===== src/rtl/zbt_mbox_pkg.sv =====
// zbt_mbox_pkg
// Shared definitions for the CPU mailbox to ZBT SRAM responder: bus widths,
// default pipeline latencies of the ZBT part and the responder FSM state type.
// No ports (package).
package zbt_mbox_pkg;

    localparam int unsigned ZBT_AW = 20;
    localparam int unsigned ZBT_DW = 36;

    // Cycles from granted address phase to read data / late-write data on the bus.
    localparam int unsigned ZBT_RD_LAT = 2;
    localparam int unsigned ZBT_WR_LAT = 2;

    typedef enum logic [1:0] {
        StIdle = 2'd0,
        StReq  = 2'd1,
        StWait = 2'd2,
        StHold = 2'd3
    } mbox_state_t;

endpackage


===== src/rtl/zbt_mbox_responder.sv =====
// zbt_mbox_responder
// Memory-side responder for the CPU ZBT mailbox. Captures one single-word read or
// write from the register-control mailbox, requests a slot from the ZBT arbiter,
// runs the pipelined access and answers with mbox_dval/mbox_rdata or mbox_wdone.
//
// Ports:
//   sys_clk_pin, sys_rst_pin        clock, async active-high reset
//   mbox_sel/we/addr/wdata          mailbox request (level sel, rest sampled at capture)
//   mbox_dval, mbox_wdone           one-cycle completion pulses
//   mbox_rdata                      read data, held until the next read completes
//   zbt_req, zbt_gnt                arbiter handshake; address phase when both high
//   zbt_addr, zbt_we                address phase, valid only while requesting
//   zbt_wdata, zbt_wdata_oe         late-write data and its pad drive enable
//   zbt_rdata                       SRAM read data
module zbt_mbox_responder
    import zbt_mbox_pkg::*;
#(
    // Both latencies must be at least 1.
    parameter int unsigned RD_LAT = ZBT_RD_LAT,
    parameter int unsigned WR_LAT = ZBT_WR_LAT
) (
    input  logic              sys_clk_pin,
    input  logic              sys_rst_pin,
    input  logic              mbox_sel,
    input  logic              mbox_we,
    input  logic [ZBT_AW-1:0] mbox_addr,
    input  logic [ZBT_DW-1:0] mbox_wdata,
    output logic              mbox_dval,
    output logic              mbox_wdone,
    output logic [ZBT_DW-1:0] mbox_rdata,
    output logic              zbt_req,
    input  logic              zbt_gnt,
    output logic [ZBT_AW-1:0] zbt_addr,
    output logic              zbt_we,
    output logic [ZBT_DW-1:0] zbt_wdata,
    output logic              zbt_wdata_oe,
    input  logic [ZBT_DW-1:0] zbt_rdata
);

    localparam int unsigned CNT_W = 8;
    // Counter is loaded with LAT-1 so that it reads 0 exactly in cycle G+LAT.
    localparam logic [CNT_W-1:0] RD_LOAD = CNT_W'(RD_LAT - 1);
    localparam logic [CNT_W-1:0] WR_LOAD = CNT_W'(WR_LAT - 1);

    mbox_state_t       r_state;
    mbox_state_t       w_state_nxt;
    logic              r_we;
    logic [ZBT_AW-1:0] r_addr;
    logic [ZBT_DW-1:0] r_wdata;
    logic [CNT_W-1:0]  r_cnt;
    logic [ZBT_DW-1:0] r_rdata;
    logic              r_dval;

    logic              w_capture;
    logic              w_load;
    logic              w_done;

    always_comb begin
        w_state_nxt  = r_state;
        w_capture    = 1'b0;
        w_load       = 1'b0;
        w_done       = 1'b0;
        zbt_req      = 1'b0;
        zbt_addr     = '0;
        zbt_we       = 1'b0;
        zbt_wdata    = '0;
        zbt_wdata_oe = 1'b0;
        mbox_wdone   = 1'b0;

        case (r_state)
            StIdle: begin
                if (mbox_sel) begin
                    w_capture   = 1'b1;
                    w_state_nxt = StReq;
                end
            end
            StReq: begin
                zbt_req  = 1'b1;
                zbt_addr = r_addr;
                zbt_we   = r_we;
                // A grant in the same cycle as sel falling wins: the address
                // phase has happened, so the access must run to completion.
                if (zbt_gnt) begin
                    w_load      = 1'b1;
                    w_state_nxt = StWait;
                end else if (!mbox_sel) begin
                    w_state_nxt = StIdle;
                end
            end
            StWait: begin
                if (r_cnt == '0) begin
                    w_done      = 1'b1;
                    w_state_nxt = StHold;
                    if (r_we) begin
                        zbt_wdata    = r_wdata;
                        zbt_wdata_oe = 1'b1;
                        mbox_wdone   = 1'b1;
                    end
                end
            end
            StHold: begin
                if (!mbox_sel) begin
                    w_state_nxt = StIdle;
                end
            end
            default: w_state_nxt = StIdle;
        endcase
    end

    always_ff @(posedge sys_clk_pin or posedge sys_rst_pin) begin
        if (sys_rst_pin) begin
            r_state <= StIdle;
            r_we    <= 1'b0;
            r_addr  <= '0;
            r_wdata <= '0;
            r_cnt   <= '0;
            r_rdata <= '0;
            r_dval  <= 1'b0;
        end else begin
            r_state <= w_state_nxt;
            if (w_capture) begin
                r_we    <= mbox_we;
                r_addr  <= mbox_addr;
                r_wdata <= mbox_wdata;
            end
            if (w_load) begin
                r_cnt <= r_we ? WR_LOAD : RD_LOAD;
            end else if (r_state == StWait && r_cnt != '0) begin
                r_cnt <= r_cnt - 1'b1;
            end
            // Read data lands in the last WAIT cycle; dval follows one cycle later.
            r_dval <= w_done & ~r_we;
            if (w_done && !r_we) begin
                r_rdata <= zbt_rdata;
            end
        end
    end

    assign mbox_dval  = r_dval;
    assign mbox_rdata = r_rdata;

endmodule


===== config.mk =====
export PLATFORM = sky130hd
export DESIGN_NAME = zbt_mbox_responder
export DESIGN_NICKNAME = d
export VERILOG_FILES = /design/src/rtl/zbt_mbox_pkg.sv /design/src/rtl/zbt_mbox_responder.sv
export SDC_FILE = /design/constraint.sdc
export NUM_CORES = 1
export LEC_CHECK = 0
export CORE_UTILIZATION = 43
export CTS_BUF_LIST = sky130_fd_sc_hd__clkbuf_16
export CTS_CLUSTER_DIAMETER = 150
export DETAILED_ROUTE_END_ITERATION = 10
export PLACE_DENSITY_LB_ADDON = 0.05
export SYNTH_ARGS = -nofsm -noshare
export SYNTH_HDL_FRONTEND = slang
export SYNTH_SLANG_ARGS = --single-unit

===== constraint.sdc =====
create_clock -name sys_clk_pin -period 3.4 [get_ports sys_clk_pin]
set_input_delay 0.34 -clock sys_clk_pin [delete_from_list [all_inputs] [get_ports sys_clk_pin]]
set_output_delay 0.34 -clock sys_clk_pin [all_outputs]
set_load 0.005 [all_outputs]

## Yosys cells after proc, flatten, opt, wreduce, memory -nomap -nowiden

Index checks and enable logic that the tools add are counted.

- Flip-flop bits (word level): 104
- Bits in latches: 0
- Memory bits (writable): 0
- Memory bits (read-only): 0
- Input port bits: 97
- Output and inout bits: 97
- Word-level logic and storage cells: 45
- Memories kept: 0

- Add/sub/neg operators: 1
- $mul: 0
- Divide/modulo/power cells: 0
- Magnitude comparators: 0
- Equal/unequal tests: 5
- Shift operators: 0
- Muxes and demuxes: 22
- Bitwise logic cells: 2
- Reductions and logical operators: 8

Operator list:

| kind | count |
|---|---|
| 36-bit 2-to-1 mux | 3 |
| 20-bit 2-to-1 mux | 1 |
| 8-bit 2-to-1 mux | 2 |
| 1-bit 2-to-1 mux | 11 |
| 8-bit logical NOT | 1 |
| 2-bit 2-to-1 mux | 4 |
| 2-bit case mux with 4 select lines | 1 |
| 8-bit nonzero test | 1 |
| 8-bit by 1-bit subtractor with 8-bit output, second input constant | 1 |
| 2-bit equality test, second input constant | 2 |
| 2-bit inequality test, second input constant | 2 |
| 2-bit by 1-bit equality test with 1-bit output, second input constant | 1 |
| 1-bit logical AND | 2 |
| 2-bit logical NOT | 1 |
| 2-bit AND reduction | 1 |
| 2-bit nonzero test | 1 |
| 1-bit AND | 1 |
| 1-bit logical NOT | 1 |
| 1-bit inverter | 1 |

## Longest topological paths before layout

- Depth in word-level cells: 4
- Mapped depth: 7
- Gate-level depth less buffers: 6

## Worst setup path after synthesis

Ideal clock, no wire load.

- Kind: reg2out
- Start: reg r_cnt[0]
- End: out zbt_wdata[26]
- Data arrival time: 1.727 ns
- Required time: 3.060 ns
- Path slack: 1.333 ns
- Stages on the path, launching flop included: 8
- Buffers on the path: 1
- Cell sequence: dfrtp_1 > inv_1 > ha_1 > nor3b_4 > nand4b_1 > nor3b_4 > buf_2 > and2_1

- Longest elaborated chain between the ends: 3

RTL lines:

| item | RTL line | RTL |
|---|---|---|
| from (decl) | zbt_mbox_responder.sv:50 | `logic [CNT_W-1:0] r_cnt;` |
| from (signal assigned) | zbt_mbox_responder.sv:127 | `r_cnt <= r_we ? WR_LOAD : RD_LOAD;` |
| from (signal assigned) | zbt_mbox_responder.sv:129 | `r_cnt <= r_cnt - 1'b1;` |
| 8-bit logical NOT | zbt_mbox_responder.sv:91 | `if (r_cnt == '0) begin` |
| 36-bit 2-to-1 mux | zbt_mbox_responder.sv:91 |  |
| 36-bit 2-to-1 mux | zbt_mbox_responder.sv:70 | `case (r_state)` |
| to (decl) | zbt_mbox_responder.sv:35 | `output logic [ZBT_DW-1:0] zbt_wdata,` |

Every way passes these cells.

## Final worst setup path

- Start: reg r_cnt[0]
- End: out zbt_wdata[25]

The elaborated chain is that of the path after synthesis.

==> flow_summary.ini <==
[run_status]
status = complete, no violations

[sta]
skew_ns = 0.00933
setup_tns_ns = 0
tightestPinTransition_ns = 0.695
fmax_ghz = 0.314
hold_violations = 0
fin_crit_sh_pct = 93.7
rsz0062_at_grt = no
hold_ws_ns = 0.408
period_minus_slack_ns = 3.19
slew_headroom_pct = 53.7
setup_viol = 0
maxSlewViolCount = 0

[worst_setup_path]
cp_max_fo = 38
worst_ep_arrival_time_ns = 2.85
required_ns = 3.06
critical_path_class = flip-flop to output pin
crit_path_end_kind = output pin
start_kind = flip-flop

[grt]
grt_start_max_net_pins = 62
grt_overflow = 0
grt_usage_pct = 19.8
antenna_found_initial = 0
grt_pass1_wl_mm = 17.0
grt_pass1_vias = 3432

[finish]
multi_input_area_um2 = 1870
nNetsFinal = 617
area_delta_synth_final_pct = 51.3
num-fill-cells = 757
antenna_cells = 0
drive_gt1_share_pct = 22.5
seqCellArea_um2 = 2600

[synth]
ys_top_cells_by_count = dfrtp_1 (104), mux2_2 (63), and2_1 (58)
postSynthCellCount = 326
syn_area_per_cell_um2 = 14.1
ys_types = 34
synth_edf_count = 0
post-synth-top-area-cell = dfrtp_1
ys.warnings.count = 0
syn-num-nets = 424
seq_area_frac_synth_pct = 56.8
ys_ff_latch = 104
synth.top_cells.by_area = dfrtp_1 (57%), mux2_2 (15%), mux2_4 (9.8%)
syn-cell-area_um2 = 4580
yosysTopAreaCellShare_pct = 56.8
async_flop_share_pct = 100
synth.most_common_cell = dfrtp_1
synth_ff_type = dfrtp_1

[pwr]
powerDensity_nw_per_um2 = 706
peakVddDrop_mv = 0.359
leakage_nw = 2.93

[placed_design]
portBuffers = 193
gp_congestion = 0.819
dp_hpwl_mm = 7.76

[clock_network]
clk_latency_ns = 0.34
cts_resized = 0
cts.reportedPaths.clkPinSlew_ns = 0.06
cts_root_buf = clkbuf_16
cts_tree = yes
cts_buffers = 9
hold_buffers = 0
cts_buffer_depth = 2
h-tree-depth = 3
clkSinkCount = 104
post_cts_buffers = 0

[floorplanning]
die_h_um = 105
die-area_um2 = 11100
die_w_um = 105
initial_core_util_pct = 44.4
core_um2 = 10300
fp-row-count = 37
ios = 194

[routing]
wl_per_cell_um = 16.4
first_iter_violations = 108
avgViaCountPerCell = 4.90
num_vias = 3237
antenna_left = 0
drc_errors = 0
dr.pass1.iters = 4
wl_mm = 10.8

[flow_run]
drv_cap = 0

[min_path]
hp-class = input pin to asynchronous set/reset pin
[worst paths after layout]
check / end / slack [ns] / cells past startpoint / from
max: zbt_wdata[25] / 0.21 / 8 / r_cnt[0]$_DFFE_PP0P_
max in group asynchronous: r_wdata[28]$_DFFE_PP0P_ / 2.26 / 3 / sys_rst_pin
min: r_wdata[19]$_DFFE_PP0P_ / 0.41 / 2 / sys_rst_pin
max reg2reg: mbox_rdata[8]$_DFFE_PP0P_ / 1.04 / 7 / r_cnt[0]$_DFFE_PP0P_
min in group sys_clk_pin: r_addr[17]$_DFFE_PP0P_ / 0.50 / 1 / r_addr[17]$_DFFE_PP0P_
min reg2reg: r_addr[17]$_DFFE_PP0P_ / 0.50 / 1 / r_addr[17]$_DFFE_PP0P_
[through the flow]
stage / util, % / cell area, µm² / cells / setup slack (ns) / total power [mW]
global route: 67.2 / 6940 / 660 / 0.0374 / 5.18
detailed placement: 64.4 / 6650 / 644 / 0.594 / 3.92
finish: 67.2 / 6940 / 660 / 0.213 / 4.90
CTS: 67.2 / 6940 / 660 / 0.205 / 4.97
floorplan: - / 4580 / 326 / 0.328 / 3.06
global placement: 64.4 / 6650 / 644 / 0.692 / 3.85
[critical path: stages, from the launching register on]
cell             delay (ns)
dfrtp_1                0.41
inv_1                  0.07
ha_1                   0.20
nor3b_4                0.30
nand4b_1               0.26
nor3b_4                0.23
buf_4                  0.33
and2_1                 0.20
clkdlybuf4s50_1        0.51
[layout make-up]
class / instances / share of cell area, %
Sequential cell: 104 / 37.5
Timing Repair Buffer: 198 / 28.6
Multi-Input combinational cell: 201 / 27.0
Clock buffer: 9 / 3.25
Tap cell: 136 / 2.45
Clock inverter: 7 / 0.902
Inverter: 5 / 0.307
[metal layers]
layer	vias up	global-route usage, %	share of wire [%]
met1	1598	23.0	40
met2	129	33.6	50
met4	0	7.04	1.8
met3	15	7.30	8.5
li1	1495	-	-
met5	-	0	0
[registers in the layout, summed over array words and instances (netlist names)]
register,flops
mbox_dval,1
mbox_rdata,36
r_addr,20
r_cnt,8
r_state,2
r_wdata,36
r_we,1
[power breakdown]
part           leakage [nW]  total, mW  switching (mW)  internal (mW)
clock                 0.144       1.01           0.441          0.565
sequential             1.29       2.08           0.315           1.76
combinational          1.50       1.81           0.616           1.20
total                  2.93       4.90            1.37           3.53
[cells in the final DEF (no fill, tap or decap)]
cell type and count:
buf_12 1, a21oi_1 3, inv_6 1, nand3_1 2
xnor2_1 3, or3_1 2, and2_1 58, dfrtp_1 104
mux2_4 30, mux2i_1 1, o21ai_0 4, clkinv_4 1
o211a_1 1, bufinv_16 1, ha_1 1, a211oi_1 2
nor3b_2 1, nor2_1 7, nor3_1 3, nand4b_1 1
o21ai_1 1, inv_1 5, clkinv_1 3, nand2_1 6
or3b_2 1, nor4_1 1, nor3b_4 2, nor3_4 1
clkdlybuf4s50_1 193, nand4_2 1, mux2_2 63, or4b_2 1
buf_4 4, or4_1 2, inv_4 1, nand2b_1 1
clkbuf_16 9, and2b_1 2
[cell families after synthesis]
kind of cell	after synthesis	synth area share, %
muxes	94	25.5
DFF	104	56.8
AOI/OAI and AO/OA	11	1.42
adders and majority gates	1	0.273
and+or+nand+nor	92	12.9
buffers and inverters	21	2.48
xor gates and xnor gates	3	0.573
Note: power is estimated with default switching activity, not from simulation.
